**config.mk**
```make
export PLATFORM = sky130hd
export DESIGN_NAME = signal_prescaler
export DESIGN_NICKNAME = d
export VERILOG_FILES = /design/src/rtl/signal_prescaler_pkg.sv /design/src/rtl/signal_prescaler_glitch_filter.sv /design/src/rtl/signal_prescaler.sv
export SDC_FILE = /design/constraint.sdc
export NUM_CORES = 1
export LEC_CHECK = 0
export CAP_MARGIN = 20
export CELL_PAD_IN_SITES_DETAIL_PLACEMENT = 0
export CELL_PAD_IN_SITES_GLOBAL_PLACEMENT = 2
export CORE_MARGIN = 2
export CORE_UTILIZATION = 30
export CTS_CLUSTER_SIZE = 20
export DETAILED_ROUTE_END_ITERATION = 12
export PLACE_DENSITY_LB_ADDON = 0.1
export SETUP_SLACK_MARGIN = 0.5
export SLEW_MARGIN = 10
export SYNTH_ARGS = -nofsm -noshare
export SYNTH_HDL_FRONTEND = slang
export SYNTH_SLANG_ARGS = --single-unit
```
**constraint.sdc**
```tcl
create_clock -name clk_i -period 2.9 [get_ports clk_i]
set_clock_uncertainty 0.15 [all_clocks]
set_input_delay 0.58 -clock clk_i [delete_from_list [all_inputs] [get_ports clk_i]]
set_output_delay 0.58 -clock clk_i [all_outputs]
set_load 0.01 [all_outputs]
```
**src/rtl/signal_prescaler_pkg.sv**
```systemverilog
// Shared register map and field positions for the measured-signal front end
// and the frequency counter bus window.
package signal_prescaler_pkg;

  localparam logic [31:0] SP_BASE_ADDR = 32'h0000_0200;

  localparam logic [3:0] OFF_CTRL    = 4'h0;
  localparam logic [3:0] OFF_DIV     = 4'h4;
  localparam logic [3:0] OFF_EDGECNT = 4'h8;
  localparam logic [3:0] OFF_RSVD    = 4'hC;

  localparam int CTRL_EN_BIT   = 0;
  localparam int CTRL_MODE_BIT = 1;
  localparam int CTRL_FILT_LSB = 8;
  localparam int CTRL_FILT_MSB = 15;

  typedef enum logic [1:0] {
    REG_CTRL    = 2'd0,
    REG_DIV     = 2'd1,
    REG_EDGECNT = 2'd2,
    REG_RSVD    = 2'd3
  } reg_sel_e;

  // Word decode; byte-lane bits are ignored.
  function automatic reg_sel_e decode_reg(input logic [3:0] off);
    reg_sel_e r;
    case ({off[3:2], 2'b00})
      OFF_CTRL:    r = REG_CTRL;
      OFF_DIV:     r = REG_DIV;
      OFF_EDGECNT: r = REG_EDGECNT;
      default:     r = REG_RSVD;
    endcase
    return r;
  endfunction

endpackage

```
**src/rtl/signal_prescaler_glitch_filter.sv**
```systemverilog
// Synchroniser followed by a run-length glitch filter; the filtered level only
// follows the synchronised input once it has disagreed for filt_len cycles.
module glitch_filter
  import signal_prescaler_pkg::*;
#(
  parameter int SYNC_STAGES = 2
) (
  input  logic       clk_i,
  input  logic       rst_i,
  input  logic       sig_i,
  input  logic [7:0] filt_len_i,
  input  logic       clr_run_i,
  output logic       filt_o
);

  logic [SYNC_STAGES-1:0] sync_q, sync_d;
  logic                   sync_s;
  logic                   filt_q, filt_d;
  logic [7:0]             run_q, run_d;

  always_comb begin
    sync_d = {sync_q[SYNC_STAGES-2:0], sig_i};
    sync_s = sync_q[SYNC_STAGES-1];
    filt_d = filt_q;
    run_d  = run_q;
    if (filt_len_i == 8'd0) begin
      filt_d = sync_s;
      run_d  = 8'd0;
    end else if (sync_s == filt_q) begin
      run_d = 8'd0;
    end else if (8'(run_q + 8'd1) == filt_len_i) begin
      filt_d = sync_s;
      run_d  = 8'd0;
    end else begin
      run_d = run_q + 8'd1;
    end
    // Reprogramming restarts qualification so an old partial run cannot leak through.
    if (clr_run_i) run_d = 8'd0;
  end

  always_ff @(posedge clk_i) begin
    if (rst_i) begin
      sync_q <= '0;
      filt_q <= 1'b0;
      run_q  <= 8'd0;
    end else begin
      sync_q <= sync_d;
      filt_q <= filt_d;
      run_q  <= run_d;
    end
  end

  assign filt_o = filt_q;

endmodule

```
**src/rtl/signal_prescaler.sv**
```systemverilog
// Measured-signal conditioning: filtered edge detect, divide-by-N prescaler and
// a 16-byte Wishbone register window (CTRL, DIV, EDGECNT).
module signal_prescaler
  import signal_prescaler_pkg::*;
#(
  parameter logic [31:0] BASE_ADDR   = SP_BASE_ADDR,
  parameter int          SYNC_STAGES = 2,
  parameter int          DIV_WIDTH   = 16
) (
  input  logic        clk_i,
  input  logic        rst_i,
  input  logic [31:0] addr_i,
  input  logic [31:0] dat_i,
  output logic [31:0] dat_o,
  input  logic        we_i,
  input  logic [3:0]  sel_i,
  input  logic        cyc_i,
  input  logic        stb_i,
  output logic        ack_o,
  output logic        err_o,
  output logic        rty_o,
  input  logic        signal_i,
  output logic        div_o,
  output logic        pulse_o,
  output logic        edge_o
);

  localparam logic [DIV_WIDTH-1:0] DIV_ONE = DIV_WIDTH'(1);

  logic                 ack_q, ack_d;
  logic                 err_q, err_d;
  logic                 en_q, en_d;
  logic                 mode_q, mode_d;
  logic [7:0]           filt_len_q, filt_len_d;
  logic [DIV_WIDTH-1:0] div_n_q, div_n_d;
  logic [31:0]          edgecnt_q, edgecnt_d;
  logic [DIV_WIDTH-1:0] cnt_q, cnt_d;
  logic                 div_q, div_d;
  logic                 pulse_q, pulse_d;
  logic                 edge_q, edge_d;
  logic                 filt_prev_q;

  logic       hit, req, wr;
  logic       wr_ctrl, wr_div, wr_edgecnt;
  logic       filt_s, edge_det;
  reg_sel_e   rsel;
  logic [31:0] rdata;
  logic       unused_ok;

  assign hit  = (addr_i[31:4] == BASE_ADDR[31:4]);
  assign rsel = decode_reg(addr_i[3:0]);
  assign req  = cyc_i & stb_i & hit & ~(ack_q | err_q);
  assign wr   = ack_q & cyc_i & stb_i & hit & we_i & (sel_i == 4'hF);

  assign wr_ctrl    = wr & (rsel == REG_CTRL);
  assign wr_div     = wr & (rsel == REG_DIV);
  assign wr_edgecnt = wr & (rsel == REG_EDGECNT);

  glitch_filter #(.SYNC_STAGES(SYNC_STAGES)) u_filt (
    .clk_i      (clk_i),
    .rst_i      (rst_i),
    .sig_i      (signal_i),
    .filt_len_i (filt_len_q),
    .clr_run_i  (wr_ctrl),
    .filt_o     (filt_s)
  );

  assign edge_det = (filt_s & ~filt_prev_q) | (mode_q & ~filt_s & filt_prev_q);

  always_comb begin
    ack_d      = req & (rsel != REG_RSVD);
    err_d      = req & (rsel == REG_RSVD);
    en_d       = en_q;
    mode_d     = mode_q;
    filt_len_d = filt_len_q;
    div_n_d    = div_n_q;
    edgecnt_d  = edgecnt_q;
    cnt_d      = cnt_q;
    div_d      = div_q;
    pulse_d    = 1'b0;
    edge_d     = en_q & edge_det;

    if (wr_ctrl) begin
      en_d       = dat_i[CTRL_EN_BIT];
      mode_d     = dat_i[CTRL_MODE_BIT];
      filt_len_d = dat_i[CTRL_FILT_MSB:CTRL_FILT_LSB];
    end
    if (wr_div) div_n_d = dat_i[DIV_WIDTH-1:0];

    if (!en_q) begin
      cnt_d = '0;
      div_d = 1'b0;
    end else if (edge_o) begin
      if (div_n_q <= DIV_ONE || cnt_q == div_n_q - DIV_ONE) begin
        cnt_d   = '0;
        pulse_d = 1'b1;
        div_d   = ~div_q;
      end else begin
        cnt_d = cnt_q + DIV_ONE;
      end
    end
    // A new ratio or mode restarts the divided wave from a known phase.
    if (wr_ctrl || wr_div) begin
      cnt_d = '0;
      div_d = 1'b0;
    end

    if (wr_edgecnt)  edgecnt_d = 32'd0;
    else if (edge_o) edgecnt_d = edgecnt_q + 32'd1;
  end

  always_ff @(posedge clk_i) begin
    if (rst_i) begin
      ack_q       <= 1'b0;
      err_q       <= 1'b0;
      en_q        <= 1'b0;
      mode_q      <= 1'b0;
      filt_len_q  <= 8'd0;
      div_n_q     <= DIV_ONE;
      edgecnt_q   <= 32'd0;
      cnt_q       <= '0;
      div_q       <= 1'b0;
      pulse_q     <= 1'b0;
      edge_q      <= 1'b0;
      filt_prev_q <= 1'b0;
    end else begin
      ack_q       <= ack_d;
      err_q       <= err_d;
      en_q        <= en_d;
      mode_q      <= mode_d;
      filt_len_q  <= filt_len_d;
      div_n_q     <= div_n_d;
      edgecnt_q   <= edgecnt_d;
      cnt_q       <= cnt_d;
      div_q       <= div_d;
      pulse_q     <= pulse_d;
      edge_q      <= edge_d;
      filt_prev_q <= filt_s;
    end
  end

  always_comb begin
    rdata = 32'd0;
    if (ack_q) begin
      case (rsel)
        REG_CTRL:    rdata = {16'd0, filt_len_q, 6'd0, mode_q, en_q};
        REG_DIV:     rdata = 32'(div_n_q);
        REG_EDGECNT: rdata = edgecnt_q;
        default:     rdata = 32'd0;
      endcase
    end
  end

  assign dat_o   = rdata;
  assign ack_o   = ack_q;
  assign err_o   = err_q;
  assign rty_o   = 1'b0;
  assign edge_o  = edge_q & en_q;
  assign pulse_o = pulse_q & en_q;
  assign div_o   = div_q;

  assign unused_ok = ^dat_i;

endmodule
```
# == After elaboration in Yosys (flattened, before gate mapping) ==
# Index checks and enable logic that the tools add are counted.
# totals
reg_bits,91
inputBits,74
output_inout_bits,38
word_cells,79
# op_classes
n_addsub,4
n_lt_le_gt_ge,1
n_eq_ne,12
mux,8
bitwise_logic,27
n_reduce_logical,12
# op_table
cell,n
one-hot mux 32 bit (3 select lines),1
"adder 32 x 1 -> 32 bit, second input constant",1
two-way mux 32 bit,1
"equality test 28 x 6 -> 1 bit, second input constant",1
bitwise AND 1 bit,19
"adder 16 x 1 -> 16 bit, second input constant",1
equality test 16 bit,1
"less-or-equal comparator 16 x 1 -> 1 bit, second input constant",1
two-way mux 16 bit,1
"subtractor 16 x 1 -> 16 bit, second input constant",1
"adder 8 x 1 -> 8 bit, second input constant",1
equality test 8 bit,1
logical NOT 8 bit,1
"equality test 2 bit, second input constant",3
NOT 1 bit,6
one-hot mux 2 bit (3 select lines),1
OR reduction 3 bit,2
OR reduction 5 bit,1
"equality test 2 x 1 -> 1 bit, second input constant",2
"equality test 4 bit, second input constant",1
logical NOT 2 bit,2
two-way mux 1 bit,4
AND reduction 2 bit,2
logical OR 1 bit,2
6 further kinds,7

# == Longest topological paths before layout ==
# Gate-level depths: netlist of run 1.
# depth
depth_word,8
mapped_depth,10
mapped_depth_nobuf,9

# == By module ==
# A second synthesis of run 1 with hierarchy kept.
# unflattened
hier_cells,610
hier_area_um2,5008.6
# modules_own_cells
module,instances,cells_each,area_per_inst_um2,seq_area_each_um2
signal_prescaler,1,543,4360.4,1601.5
glitch_filter,1,67,648.1,220.2

# == Worst setup path before layout of run 1 ==
# Ideal clock, no wire load.
# synth_timing
path_type,input-to-reg
start,input addr_i[16]
end,register cnt_q[10]
setup_ns,0.138
arrival_ns,2.372
required_time_ns,2.612
setup_slack_ns,0.240
stages,6
n_path_buf,1
path_cell_list,nor4b_1 -> nand4_1 -> or4_1 -> o21ai_2 -> clkbuf_1 -> nor3_2
# synth_between
elab_chain_len,7
word_cells_on_any_way,8
cone_classes,eq/ne (1); bitwise (5); reduce/logical (2)
# synth_rtl
element,line_no,rtl
from (decl),signal_prescaler.sv:12,"input logic [31:0] addr_i,"
equality test 28 x 6 -> 1 bit (*),signal_prescaler.sv:50,assign hit = (addr_i[31:4] == BASE_ADDR[31:4]);
bitwise AND 1 bit (*) (3 in series),signal_prescaler.sv:53,assign wr = ack_q & cyc_i & stb_i & hit & we_i & (sel_i == 4'hF);
"bitwise AND 1 bit, on equally long branches","signal_prescaler.sv:55, signal_prescaler.sv:56",
logical OR 1 bit (*),signal_prescaler.sv:103,if (wr_ctrl || wr_div) begin
OR reduction 3 bit (no line) (*),-,
to (signal assigned),signal_prescaler.sv:134,cnt_q <= cnt_d;
to (decl),signal_prescaler.sv:37,"logic [DIV_WIDTH-1:0] cnt_q, cnt_d;"
# Mark *: on every way between the ends. The rest lies on a longest branch, timed or not.
# A chain may end at the register's enable or synchronous reset.

# == Final worst setup path of run 1 ==
# layout_timing
start,register div_n_q[0]
end,register cnt_q[14]
# layout_between
elab_chain_len,4
word_cells_on_any_way,5
cone_classes,add/sub (1); order compare (1); eq/ne (1); mux (1); reduce/logical (1)
# layout_rtl
element,line_no,rtl
from (decl),signal_prescaler.sv:35,"logic [DIV_WIDTH-1:0] div_n_q, div_n_d;"
from (signal assigned),signal_prescaler.sv:132,div_n_q <= div_n_d;
subtractor 16 x 1 -> 16 bit,signal_prescaler.sv:94,if (div_n_q <= DIV_ONE || cnt_q == div_n_q - DIV_ONE) begin
equality test 16 bit,signal_prescaler.sv:94,
logical OR 1 bit (*),signal_prescaler.sv:94,
two-way mux 16 bit (*),signal_prescaler.sv:94,
# Marked as above.

==> flow_summary_export.csv, run 1 <==
group,metric,value,unit
place,io_buffers,92,
final_layout,syn2layout_area_growth,45.0,%
sta,hold_viol,0,
outcome,status,"finished clean",
yosys,synth_area_leaders,"dfxtp_1 (36%), xor2_1 (6.6%), nor2_1 (6.4%)",
place,hpwl,11300,um
pwr,leakage,0.00294,uW
global_route,grt_max_degree,25,
clocking,clk_pin_slew_worst_paths,70,ps
critical_path,critPathMaxFanout,5,
sta,tns,0,ps
global_route,antenna_found_initial,0,
final_layout,fin_util,44.5,%
sta,finalCritPeriodShare,89.4,%
yosys,synth_nets,687,
drt,drt_iter0_markers,185,
critical_path,worst-path-buf-inv,1,
clocking,clk_latency,350,ps
critical_path,startpoint_type,"flip-flop",
floorplan,fp.dieArea,18000,um^2
final_layout,fillerInstances,1640,
global_route,grt.overflow.total,0,
clocking,clock_path_buffers,2,
critical_path,r2r_cells,8,
sta,max_freq,386,MHz
drt,drt-vias-per-instance,4.85,
drt,post_drt_wl_per_cell,16.0,um
yosys,synthesis.area,5070,um^2
yosys,ys_types,62,
floorplan,dieHeight,134,um
sta,period_needed,2590,ps
critical_path,crit_type,"flip-flop to flip-flop",
final_layout,drive_gt1_share,30.8,%
run,drv_cap,0,
yosys,ys_ff_latch,91,
clocking,h-tree-depth,3,
yosys,synthArstFlopShare,0,%
global_route,track_usage,17.4,%
floorplan,die_x,134,um
drt,via_count,4702,
pwr,p_per_area,377,nW/um^2
yosys,synth_cells,608,
critical_path,cp.arrival,2670,ps
floorplan,io_pins,112,
sta,finalSetupViolCount,0,
sta,drv_slew,0,
floorplan,core_area,16500,um^2
yosys,ys_warn_count,0,
drt,firstDrtPassIters,4,
floorplan,start_util,30.7,%
critical_path,cp_cell_sequence,"or4_4 > o31ai_2 > o2111ai_1 > a211oi_2 > nand4_2 > a21oi_4 > clkbuf_16 > nor3_2",
yosys,ys.flop_type,"dfxtp_1",
critical_path,cp_num_cells,8,
critical_path,crit_path_max_incr_delay,580,ps
place,place_congestion,0.844,
hold_path,holdPathStages,1,
clocking,cts_made_buffers,9,
yosys,synth_top_area_cell,"dfxtp_1",
place,placed_cell_area,6510,um^2
clocking,clock_sinks,91,
sta,slew_headroom,63.2,%
clocking,ctsHoldBuffers,0,
yosys,synth_edf_count,0,
drt,drc_errors,0,
hold_path,hold_class,"flip-flop to flip-flop",
critical_path,end_kind,"flip-flop",
pwr,ir_worst_vdd,0.297,mV
final_layout,num_antenna_cells,0,
final_layout,final_area,7350,um^2
clocking,cts_root_buffer,"clkbuf_16",
clocking,cts_tree,"yes",
yosys,synth_top_area_share,35.9,%
critical_path,crit_family,"compound AO/OA/AOI/OAI gates",
yosys,avgSynthCellArea,8.34,um^2
yosys,yosysSeqAreaShare,35.9,%
global_route,grt_pass1_wl,24500,um
sta,rsz0062_at_grt,"true",
drt,wirelength,15500,um
final_layout,nNetsFinal,824,
critical_path,critical_path.slowest_cell,"or4_4",
sta,tightest_slew,548,ps
global_route,grt_pass1_vias,4607,
floorplan,rows,47,
critical_path,cp.required,2980,ps
drt,ant_nets,0,
## cell usage after synthesis, types with 4 or more instances
cell type   n
xor2_1     38
nand3_1    27
mux2i_1    27
nor2_1     87
dfxtp_1    91
a21oi_1    14
and4_1      7
nor3_2     10
or3_1       4
nor2b_1    13
and3_1     24
o21ai_0    14
nand4_1    14
and2_1     16
nor4_1     12
a22oi_1     7
nor3_1     10
clkbuf_1   24
xnor2_1    36
nand2_1    59
inv_1      12
ha_1        5
## flip-flops by register name, summed over array words and instances (netlist names), 2 cells and up
| register | count |
|---|---|
| cnt_q | 16 |
| filt_len_q | 8 |
| edgecnt_q | 32 |
| div_n_q | 16 |
| u_filt.sync_q | 2 |
| u_filt.run_q | 8 |
## cells in the final DEF (no fill, tap or decap), types with 10 or more instances in the layout
cell	n
and2_1	14
and3_1	23
buf_2	38
buf_4	47
buf_6	17
clkbuf_16	10
clkdlybuf4s50_1	23
dfxtp_1	78
mux2i_1	27
nand2_1	54
nand3_1	25
nand4_1	14
nor2_1	79
nor2b_1	10
o21ai_0	12
xnor2_1	34
xor2_1	37
## cell type report
| type | count | area, um^2 | share of cell area [%] |
|---|---|---|---|
| Sequential cell | 91 | 1850 | 25.2 |
| Inverter | 13 | 51.3 | 0.698 |
| Multi-Input combinational cell | 470 | 3440 | 46.7 |
| Timing Repair Buffer | 160 | 1400 | 19.0 |
| Tap cell | 220 | 275 | 3.74 |
| Clock buffer | 9 | 225 | 3.06 |
| Clock inverter | 7 | 116 | 1.58 |
## cells by family (layout without fill, tap and decap cells)
logic type,after synthesis,in the layout,share of synthesized area [%]
AND/OR/NAND/NOR,297,297,30.8
adder cells (fa/ha/maj),5,5,1.23
flip-flops,91,91,35.9
multiplexers,28,28,5.55
XOR/XNOR,76,76,13.7
AO/OA/AOI/OAI,63,63,8.56
other,1,1,0.0739
buffers and inverters,47,189,4.14
## stage by stage
step           setup slack [ps]  total power [uW]  hold WS, ps  std cells
6_report                    308              2770          310        970
5_1_grt                     212              2860          329        970
4_1_cts                     385              2790          311        963
3_5_place_dp               -291              1430          303        924
3_3_place_gp               -244              1430          308        924
2_1_floorplan               478              1320          264        608
## metal layers
layer / share of wire [%] / track usage (%)
met1: 51 / 24.7
met2: 43 / 26.7
met3: 4.7 / 2.99
met4: 1.5 / 6.14
met5: 0 / 0
## what timing repair did
| action | 4_1_cts | 5_1_grt |
|---|---|---|
| buffers inserted | 20 | 6 |
| endpoints found under the setup margin | 117 | 107 |
| gates resized for setup | 268 | 72 |
| gates cloned | 3 | 1 |
| pin swaps | 34 | 22 |
## worst paths after layout
| check | start | to | slack [ps] |
|---|---|---|---|
| hold / removal | u_filt.run_q[0] | u_filt.run_q[0] | 310 |
| hold reg to reg | u_filt.run_q[0] | u_filt.run_q[0] | 310 |
| setup reg to reg | div_n_q[0] | cnt_q[14] | 310 |
| setup / recovery | div_n_q[0] | cnt_q[14] | 310 |
## power by group
group | internal [uW] | switching, uW | total [uW]
combinational | 91.8 | 66.4 | 158
clock | 841 | 527 | 1370
sequential | 1250 | 1.24 | 1250
No activity file was read; power rests on OpenSTA's default activity.
==> run 2, diff against run 1 <==
==> constraint.sdc (replaced) <==
create_clock -name clk_i -period 2.9 [get_ports clk_i]
set_clock_uncertainty 0.15 [all_clocks]
set_input_delay 0.435 -clock clk_i [delete_from_list [all_inputs] [get_ports clk_i]]
set_output_delay 0.435 -clock clk_i [all_outputs]
set_load 0.01 [all_outputs]
==> flow_summary_export.csv, run 2 (synthesis results as in run 1) <==
group,metric,value,unit
global_route,grt_pass1_vias,4791,
place,io_buffers,92,
outcome,status,"finished clean",
final_layout,largest_register_ffs,32,
floorplan,dieHeight,134,um
sta,tightest_slew,620,ps
final_layout,mostFrequentLayoutCells,"dfxtp_1 (85), nor2_1 (84), nand2_1 (57)",
floorplan,io_pins,112,
critical_path,regToRegStartpoint,"div_n_q[0]",
critical_path,critPathMaxFanout,8,
floorplan,core_area,16500,um^2
critical_path,end_kind,"flip-flop",
global_route,track_usage,17.8,%
pwr,pwr-share-seq,48.5,%
sta,finalHoldWorstSlack,308,ps
global_route,antenna_found_initial,0,
floorplan,rows,47,
critical_path,r2r_cells,11,
drt,drc_errors,0,
critical_path,cp.arrival,2680,ps
hold_path,min_from,"u_filt.run_q[0]",
run,drv_cap,0,
pwr,p_int,2000,uW
hold_path,hold_class,"flip-flop to flip-flop",
critical_path,crit_type,"flip-flop to flip-flop",
sta,finalCritPeriodShare,87.9,%
drt,ant_nets,0,
critical_path,r2r_slack,350,ps
final_layout,fin_util,44.3,%
final_layout,layout_commonest_cell,"dfxtp_1",
final_layout,largest-register,"edgecnt_q",
pwr,power_frac_comb,5.4,%
drt,post_drt_wl_per_cell,16.1,um
global_route,grt.overflow.total,0,
clocking,clk_pin_slew_worst_paths,70,ps
drt,firstDrtPassIters,4,
critical_path,cp.required,3030,ps
final_layout,nNetsFinal,817,
clocking,ctsHoldBuffers,0,
sta,timing.final.ws_setup,352,ps
clocking,clock_sinks,91,
place,place_congestion,0.823,
clocking,cts_tree,"yes",
hold_path,whs_endpoint,"u_filt.run_q[0]",
sta,finalSetupViolCount,0,
pwr,leakage,0.00298,uW
clocking,cts_made_buffers,9,
sta,period_needed,2550,ps
clocking,cts_root_buffer,"clkbuf_16",
sta,rsz0062_at_grt,"true",
clocking,h-tree-depth,3,
pwr,power.share.clock,46.1,%
sta,drv_slew,0,
critical_path,startpoint_type,"flip-flop",
drt,drt_iter0_markers,212,
global_route,grt_pass1_wl,25000,um
floorplan,fp.dieArea,18000,um^2
global_route,grt_max_degree,33,
pwr,p_sw,580,uW
final_layout,drive_gt1_share,20.5,%
critical_path,r2r-end,"pulse_q",
sta,slew_headroom,58.6,%
place,place_ws,-146,ps
hold_path,holdPathStages,1,
floorplan,start_util,30.7,%
place,hpwl,11500,um
floorplan,die_x,134,um
clocking,clock_path_buffers,2,
pwr,p_per_area,352,nW/um^2
pwr,switching_share,22.5,%
drt,drt-vias-per-instance,4.88,
pwr,ir_worst_vdd,0.239,mV
critical_path,crit_start,"div_n_q[0]",
final_layout,syn2layout_area_growth,44.4,%
drt,wirelength,15500,um
sta,hold_viol,0,
sta,max_freq,393,MHz
clocking,clk_latency,350,ps
drt,via_count,4702,
final_layout,reg.largest.list,"edgecnt_q: 32 flops, cnt_q: 16 flops, div_n_q: 16 flops",
## run 2: cell types whose count changed in the layout (fill, tap and decap cells not counted), moves of 4 or more
| cell | before | now |
|---|---|---|
| dlygate4sd2_1 | 3 | 37 |
| dfxtp_2 | 8 | 3 |
| nand2_4 | 5 | 1 |
| buf_2 | 38 | 1 |
| clkdlybuf4s50_1 | 23 | 34 |
| dfxtp_1 | 78 | 85 |
| clkbuf_2 | 9 | 0 |
| buf_6 | 17 | 6 |
| nor3_2 | 8 | 14 |
| nor2_2 | 6 | 1 |
| dlymetal6s2s_1 | 5 | 17 |
| nor2_1 | 79 | 84 |
## run 2: worst max-delay path by stage
stage	end	cells after the start	slack, ps
2_1_floorplan	cnt_q[5]	9	480
3_5_place_dp	filt_len_q[0]	9	-150
4_1_cts	pulse_q	9	390
5_1_grt	div_o	6	260
6_report	pulse_q	11	350
3_3_place_gp	u_filt.run_q[2]	9	-110
## run 2: cell type report
cell class              instances  area (um^2)
clock inverters                 6         65.1
multi-input cells             470         3360
flip-flops and latches         91         1840
well taps                     220          275
clock buffers                  10          229
fillers                      1647         9200
diodes                          1         2.50
repair buffers                153         1500
inverters                      13         53.8
## run 2: worst max-delay path: stages, from the launching register on
cell	delay [ps]
dfxtp_4	380
inv_4	70
ha_4	160
nor3b_4	290
nand2_1	110
or3_4	350
a211oi_2	240
nand4_2	170
a21oi_4	190
buf_6	120
buf_12	130
nor2b_1	120
## run 2: power groups by stage
stage | clock network (uW) | logic (uW) | registers, uW
3_3_place_gp | 0 | 138 | 1280
6_report | 1190 | 139 | 1250
5_1_grt | 1300 | 148 | 1250
3_5_place_dp | 0 | 139 | 1280
2_1_floorplan | 0 | 35.4 | 1280
4_1_cts | 1230 | 139 | 1250
## run 2: metal layers
metal  part of all wire, %  up-vias  track usage [%]
met4                   1.0        0             5.09
li1                      -     2360                -
met1                    48     2199             24.7
met5                     0        -                0
met2                    44      131             27.4
met3                   6.6       12             4.38
## run 2: what timing repair did
action                     4_1_cts  5_1_grt
pin swaps                       32       12
setup endpoints to repair      117       78
buffers inserted                22        3
gates resized for setup        102       43
cloned                           2        0
## run 2: per-stage QoR
stage / setup TNS, ps / cells / instance area (um^2) / total power [uW]
after floorplan: 0 / 608 / 5130 / 1320
after global placement: -3290 / 920 / 6450 / 1420
after detailed placement: -4850 / 920 / 6450 / 1420
after CTS: 0 / 960 / 7140 / 2620
after global routing: 0 / 963 / 7320 / 2690
final: 0 / 964 / 7320 / 2580
==> run 3, diff against run 2 <==
--- a/config.mk
+++ b/config.mk
@@ -10,6 +10,7 @@
 export CELL_PAD_IN_SITES_GLOBAL_PLACEMENT = 2
 export CORE_MARGIN = 2
 export CORE_UTILIZATION = 30
+export CTS_CLUSTER_DIAMETER = 80
 export CTS_CLUSTER_SIZE = 20
 export DETAILED_ROUTE_END_ITERATION = 12
 export PLACE_DENSITY_LB_ADDON = 0.1
==> results of run 3 <==
No change in the layout: final DEF, timing and power equal those of run 2.
==> patch 1, RTL diff (flow settings as in run 3) <==
Register the output `err_o` once more; this adds one clock of latency there. The other outputs are not delayed to match.
--- a/src/rtl/signal_prescaler.sv
+++ b/src/rtl/signal_prescaler.sv
@@ -154,5 +154,7 @@
   assign dat_o   = rdata;
   assign ack_o   = ack_q;
-  assign err_o   = err_q;
+  always_ff @(posedge clk_i) begin
+    err_o <= err_q;
+  end
   assign rty_o   = 1'b0;
   assign edge_o  = edge_q & en_q;
Function: changed (Yosys sat finds a counterexample within 4 cycles, from zero or initial values and one cycle with rst_i high).
==> patch 1 against run 3 <==
Worst hold slack worse by 0.11 ns; worst setup slack better by 0.022 ns; critical endpoint unchanged; non-clock buffer count is 6 lower; via count is 1.1% lower; routed wire length is 0.17% lower; total power is 1.6% lower; maximum frequency is 0.85% higher; area after synthesis is 0.39% higher; design area is 2.1% lower; sequential cell count is 1 higher; die area is 0.38% higher.
==> patch 1: results (changes against run 3) <==
----------------------------------------------------
[Run status]
  Run status ... complete, no violations

[Timing]
  Worst-Margin Slew ... 0.521 ns (-0.0990 ns)
  Hold WS ... 0.200 ns (-0.107 ns)

[Worst setup path]
  Critical path's largest stage delay ... 0.57 ns (+0.19 ns)
  Worst-path cell with the longest stage delay ... or4_4
  Arrival time worst endpoint ... 2.66 ns (-0.02 ns)
  Worst-path maximum fanout ... 6 (-2)
  Family of cells with the greatest summed delay on the critical path ... simple AND/OR/NAND/NOR gates
  Reg2Reg Setup Slack ... 0.37 ns (+0.02 ns)
  R2R depth ... 7 (-4)
  Worst flop-to-flop path startpoint ... div_n_q[1]

[Route]
  Detailed-route wire length ... 15.5 mm (-0.17%)
  Detailed-router iteration count before antenna repair ... 6 (+2)
  Number of DRC markers after the initial detailed-route iteration ... 234 (+10%)
  Average vias per placed instance ... 4.86 (-0.30%)

[Final layout]
  Ratio of cells with drive above 1 in the final layout ... 0.189 (-0.0157)
  Post-route insts no fill ... 956 (-0.83%)
  Number of antenna repair diodes ... 0 (-1)
  Count of fill cells added during filler insertion ... 1699 (+3.2%)
  Final #Nets ... 812 (-0.61%)

[Clock network]
  Register clock-pin slew on the reported worst setup and hold paths ... 0.07 ns (about the same)
  H-tree depth reported by CTS ... 3 (unchanged)

[Place]
  Placer Congestion ... 0.848 (+3.0%)
  Worst setup slack before clock tree synthesis ... -0.161 ns (-0.0149 ns)
  Detail Placement HPWL ... 11.2 mm (-2.4%)

[Pwr]
  Peak supply drop ... 0.259 mV (+8.6%)
  Sw Share ... 0.218 (-0.00717)
  LEAKAGE ... 0.00301 uW (+1.2%)

[Min path]
  Worst hold path endpoint ... err_o
  Critical hold path startpoint ... err_q
  Number of cells traversed by the worst hold path ... 0 (-1)

[Logic synthesis]
  Sequential fraction of the synthesis area ... 0.362 (+0.00252)
  Post-Synthesis Net Count ... 688 (+0.15%)
  Post-synth top cells ... dfxtp_1 (92), nor2_1 (87), nand2_1 (59)
  Area contributors post-synth ... dfxtp_1 (36%), xor2_1 (6.5%), nor2_1 (6.4%)
  Mean instance size in the synthesized netlist ... 8.36 um^2 (+0.23%)

[GRT]
  Largest net degree at the start of global routing ... 35 (+6.1%)
  Global Route Usage Sum ... 0.173 (-0.00437)
  Wire length of the first global-routing pass ... 24.4 mm (-2.1%)
  Via count of the first global-routing pass ... 4628 (-3.4%)

----------------------------------------------------
-- patch 1: worst max path at each step --
stage	start	slack [ns]	depth (start not counted)	end
final	div_n_q[1]	0.37	7	pulse_q
after CTS	div_n_q[1]	0.37	8	pulse_q
after global placement	addr_i[25]	-0.12	9	u_filt.run_q[7]
after floorplan	div_n_q[8]	0.48	9	cnt_q[5]
after detailed placement	addr_i[25]	-0.16	9	filt_len_q[0]
after global routing	div_n_q[1]	0.22	7	pulse_q
-- patch 1: what timing repair did --
| action | CTS | global route |
|---|---|---|
| endpoints found under the setup margin | 116 | 79 |
| setup buffers | 16 | 3 |
| cloned | 3 | 0 |
| endpoints found under the hold margin | 0 | 0 |
| pin swaps | 19 | 20 |
| resized for setup | 75 | 53 |
-- patch 1: per-stage QoR --
step                      power [uW]   util
after floorplan                 1330      -
after global placement          1430  0.389
after detailed placement        1430  0.389
after CTS                       2570  0.422
after global routing            2630  0.432
final                           2540  0.432
-- patch 1: layout make-up --
type	instances	area, um^2	area share
Clock buffer	12	267	0.0372
Clock inverter	2	10.0	0.00140
Inverter	13	51.3	0.00715
Multi-Input combinational cell	470	3250	0.453
Sequential cell	92	1860	0.259
Tap cell	220	275	0.0384
Timing Repair Buffer	147	1460	0.203
-- patch 1: power by group through the flow --
| stage | registers, uW | clock network (uW) | logic (uW) |
|---|---|---|---|
| global route | 1260 | 1220 | 150 |
| global placement | 1290 | 0 | 139 |
| finish | 1260 | 1130 | 141 |
| detailed placement | 1290 | 0 | 140 |
| floorplan | 1290 | 0 | 35.4 |
| CTS | 1260 | 1160 | 138 |
-- patch 1: cells by family after synthesis --
family | after synthesis | share of synthesized area
multiplexers | 28 | 0.0553
flip-flops | 92 | 0.362
XOR/XNOR | 76 | 0.136
AND/OR/NAND/NOR | 297 | 0.307
adder cells (fa/ha/maj) | 5 | 0.0123
other | 1 | 0.000737
buffers and inverters | 47 | 0.0413
AO/OA/AOI/OAI | 63 | 0.0853
-- patch 1: worst reg2reg max path: stages, from the launching register on --
cell     delay [ns]
dfxtp_4        0.37
or4_4          0.57
o41a_1         0.36
nor4_2         0.31
nand4_2        0.19
a21oi_4        0.23
buf_6          0.17
nor2b_1        0.12
-- patch 1: per-layer routing --
metal	wire length, um	part of all wire	GRT usage
met5	0	0	0
met4	232	0.015	0.0579
met3	910	0.059	0.0340
met2	6640	0.43	0.266
met1	7670	0.50	0.243
==> patch 2, RTL diff (flow settings as in run 3) <==
Without the edit above. Make the reset (`rst_i`) asynchronous in 2 clocked blocks.
--- a/src/rtl/signal_prescaler_glitch_filter.sv
+++ b/src/rtl/signal_prescaler_glitch_filter.sv
@@ -39,5 +39,5 @@
   end
 
-  always_ff @(posedge clk_i) begin
+  always_ff @(posedge clk_i or posedge rst_i) begin
     if (rst_i) begin
       sync_q <= '0;
--- a/src/rtl/signal_prescaler.sv
+++ b/src/rtl/signal_prescaler.sv
@@ -110,5 +110,5 @@
   end
 
-  always_ff @(posedge clk_i) begin
+  always_ff @(posedge clk_i or posedge rst_i) begin
     if (rst_i) begin
       ack_q       <= 1'b0;
Check against the original RTL: differs if rst_i is asserted again (counterexample within 4 cycles, from zero or initial values and one cycle with rst_i high); with rst_i held inactive, the same outputs for 4 cycles.
==> patch 2 against run 3 <==
First-iteration DRC count is 2.8% higher; critical path depth is 1 lower; via count rose by 4.5%; design area grew 9.5%; die area grew 8.5%; non-clock buffer count grew 13; combinational power increased by 22%; routed wire length grew 13%; worst setup slack worse by 0.14 ns; area after synthesis rose by 8.8%; sequential cell count unchanged; total power down 0.99%; critical path type unchanged; largest power group unchanged.
==> patch 2: results (changes against run 3) <==
----------------------------------------------------
[Run status]
  Run status ... complete, no violations

[Logic synthesis]
  Sequential fraction of the synthesis area ... 0.413 (+0.0539)
  Area contributors post-synth ... dfrtp_1 (41%), xnor2_1 (6.4%), xor2_1 (5.2%)
  Number of library cell types mapped by synthesis ... 64 (+3.2%)
  Share of synthesized flip-flops with an asynchronous set or reset ... 1.00 (+1.00)
  Post-synth top cells ... dfrtp_1 (90), nor2_1 (74), nand2_1 (50)
  Gate count of the mapped netlist ... 591 (-2.8%)
  Post-Synthesis Net Count ... 670 (-2.5%)

[GRT]
  Met2 Use GR ... 0.276 (+0.00173)
  Met1 track utilization from global routing ... 0.240 (-0.00625)
  Via count of the first global-routing pass ... 4776 (-0.31%)
  GR Layer Usage met3 ... 0.0262 (-0.0177)
  Global Route Usage Sum ... 0.172 (-0.00538)
  Largest net degree at the start of global routing ... 42 (+27%)
  Residual overflow from global routing ... 0 (unchanged)
  Wire length of the first global-routing pass ... 26.4 mm (+5.9%)

[Worst setup path]
  Worst-path maximum fanout ... 5 (-3)
  R2R depth ... 10 (-1)
  Arrival time worst endpoint ... 2.77 ns (+0.09 ns)

[Final layout]
  Final #Nets ... 818 (+0.12%)
  Most common library cell in the layout ignoring fill and taps ... dfrtp_1
  Post-route insts no fill ... 972 (+0.83%)
  Number of antenna repair diodes ... 0 (-1)
  Ratio of cells with drive above 1 in the final layout ... 0.306 (+0.101)

[Route]
  Routed wl met3 ... 521 um (-49%)
  Routed length on met2 ... 8.53 mm (+25%)
  Number of DRC markers after the initial detailed-route iteration ... 218 (+2.8%)
  Average vias per placed instance ... 5.05 (+3.6%)
  Met1 WL ... 8.13 mm (+8.4%)
  WL per Instance ... 17.9 um (+12%)

[Min path]
  Number of cells traversed by the worst hold path ... 0 (-1)
  Path type of the worst min-delay path ... reg -> reg

[Pwr]
  Total internal power ... 1940 uW (-2.7%)
  LEAKAGE ... 0.00337 uW (+13%)
  Peak supply drop ... 0.292 mV (+22%)

[Place]
  Detail Placement HPWL ... 12.3 mm (+6.6%)
  Placer Congestion ... 0.800 (-2.8%)
  Worst setup slack before clock tree synthesis ... -0.157 ns (-0.0109 ns)
  Inst Count DP ... 925 (+0.54%)
  Instance area at placement ... 7050 um^2 (+9.3%)

[Timing]
  Worst slew margin ... 0.546 (-0.0392)

----------------------------------------------------
patch 2: cell type report:
cell class              count  area [um^2]
well taps                 229          287
multi-input cells         460         3550
clock inverters             5         38.8
inverters                  11         48.8
repair buffers            166         1580
fillers                  1794        10000
clock buffers              10          229
flip-flops and latches     91         2280
patch 2: final timing paths:
check / slack, ns / from / to
setup reg to reg: 0.21 / div_n_q[0] / cnt_q[1]
hold reg to reg: 0.21 / u_filt.sync_q[0] / u_filt.sync_q[1]
min in group asynchronous: 0.39 / rst_i / err_o
hold / removal: 0.21 / u_filt.sync_q[0] / u_filt.sync_q[1]
max in group asynchronous: 1.55 / rst_i / u_filt.run_q[4]
setup / recovery: 0.21 / div_n_q[0] / cnt_q[1]
patch 2: kinds of logic after synthesis:
group	share of synthesized area
AOI/OAI and AO/OA	0.0706
muxes	0.0692
and+or+nand+nor	0.284
adders and majority gates	0.0113
xor gates and xnor gates	0.119
other	0.000680
DFF	0.413
buffers and inverters	0.0324
patch 2: through the flow:
stage	hold WS, ns	utilization
floorplan	0.181	-
global placement	0.189	0.391
detailed placement	0.204	0.391
CTS	0.220	0.423
global route	0.226	0.445
finish	0.214	0.445
patch 2: power groups by stage:
stage                     sequential [uW]  combinational, uW  clock, uW
after floorplan                      1300               51.6          0
after global placement               1300                167          0
after detailed placement             1300                170          0
after CTS                            1270                172       1140
after global routing                 1270                185       1200
final                                1270                170       1110
patch 2: what timing repair did:
item,CTS,global route
setup endpoints to repair,116,93
buffers inserted,18,8
pin swaps,9,37
gates cloned,1,5
gates resized for setup,135,125
patch 2: worst max-delay path: stages, from the launching register on:
cell and delay, ns:
dfstp_2 0.54, inv_2 0.05, ha_4 0.17, buf_4 0.14
nand2b_1 0.14, a21boi_2 0.16, nor3_1 0.08, a211o_1 0.24
or4_1 0.41, o32a_1 0.26, a32o_1 0.24
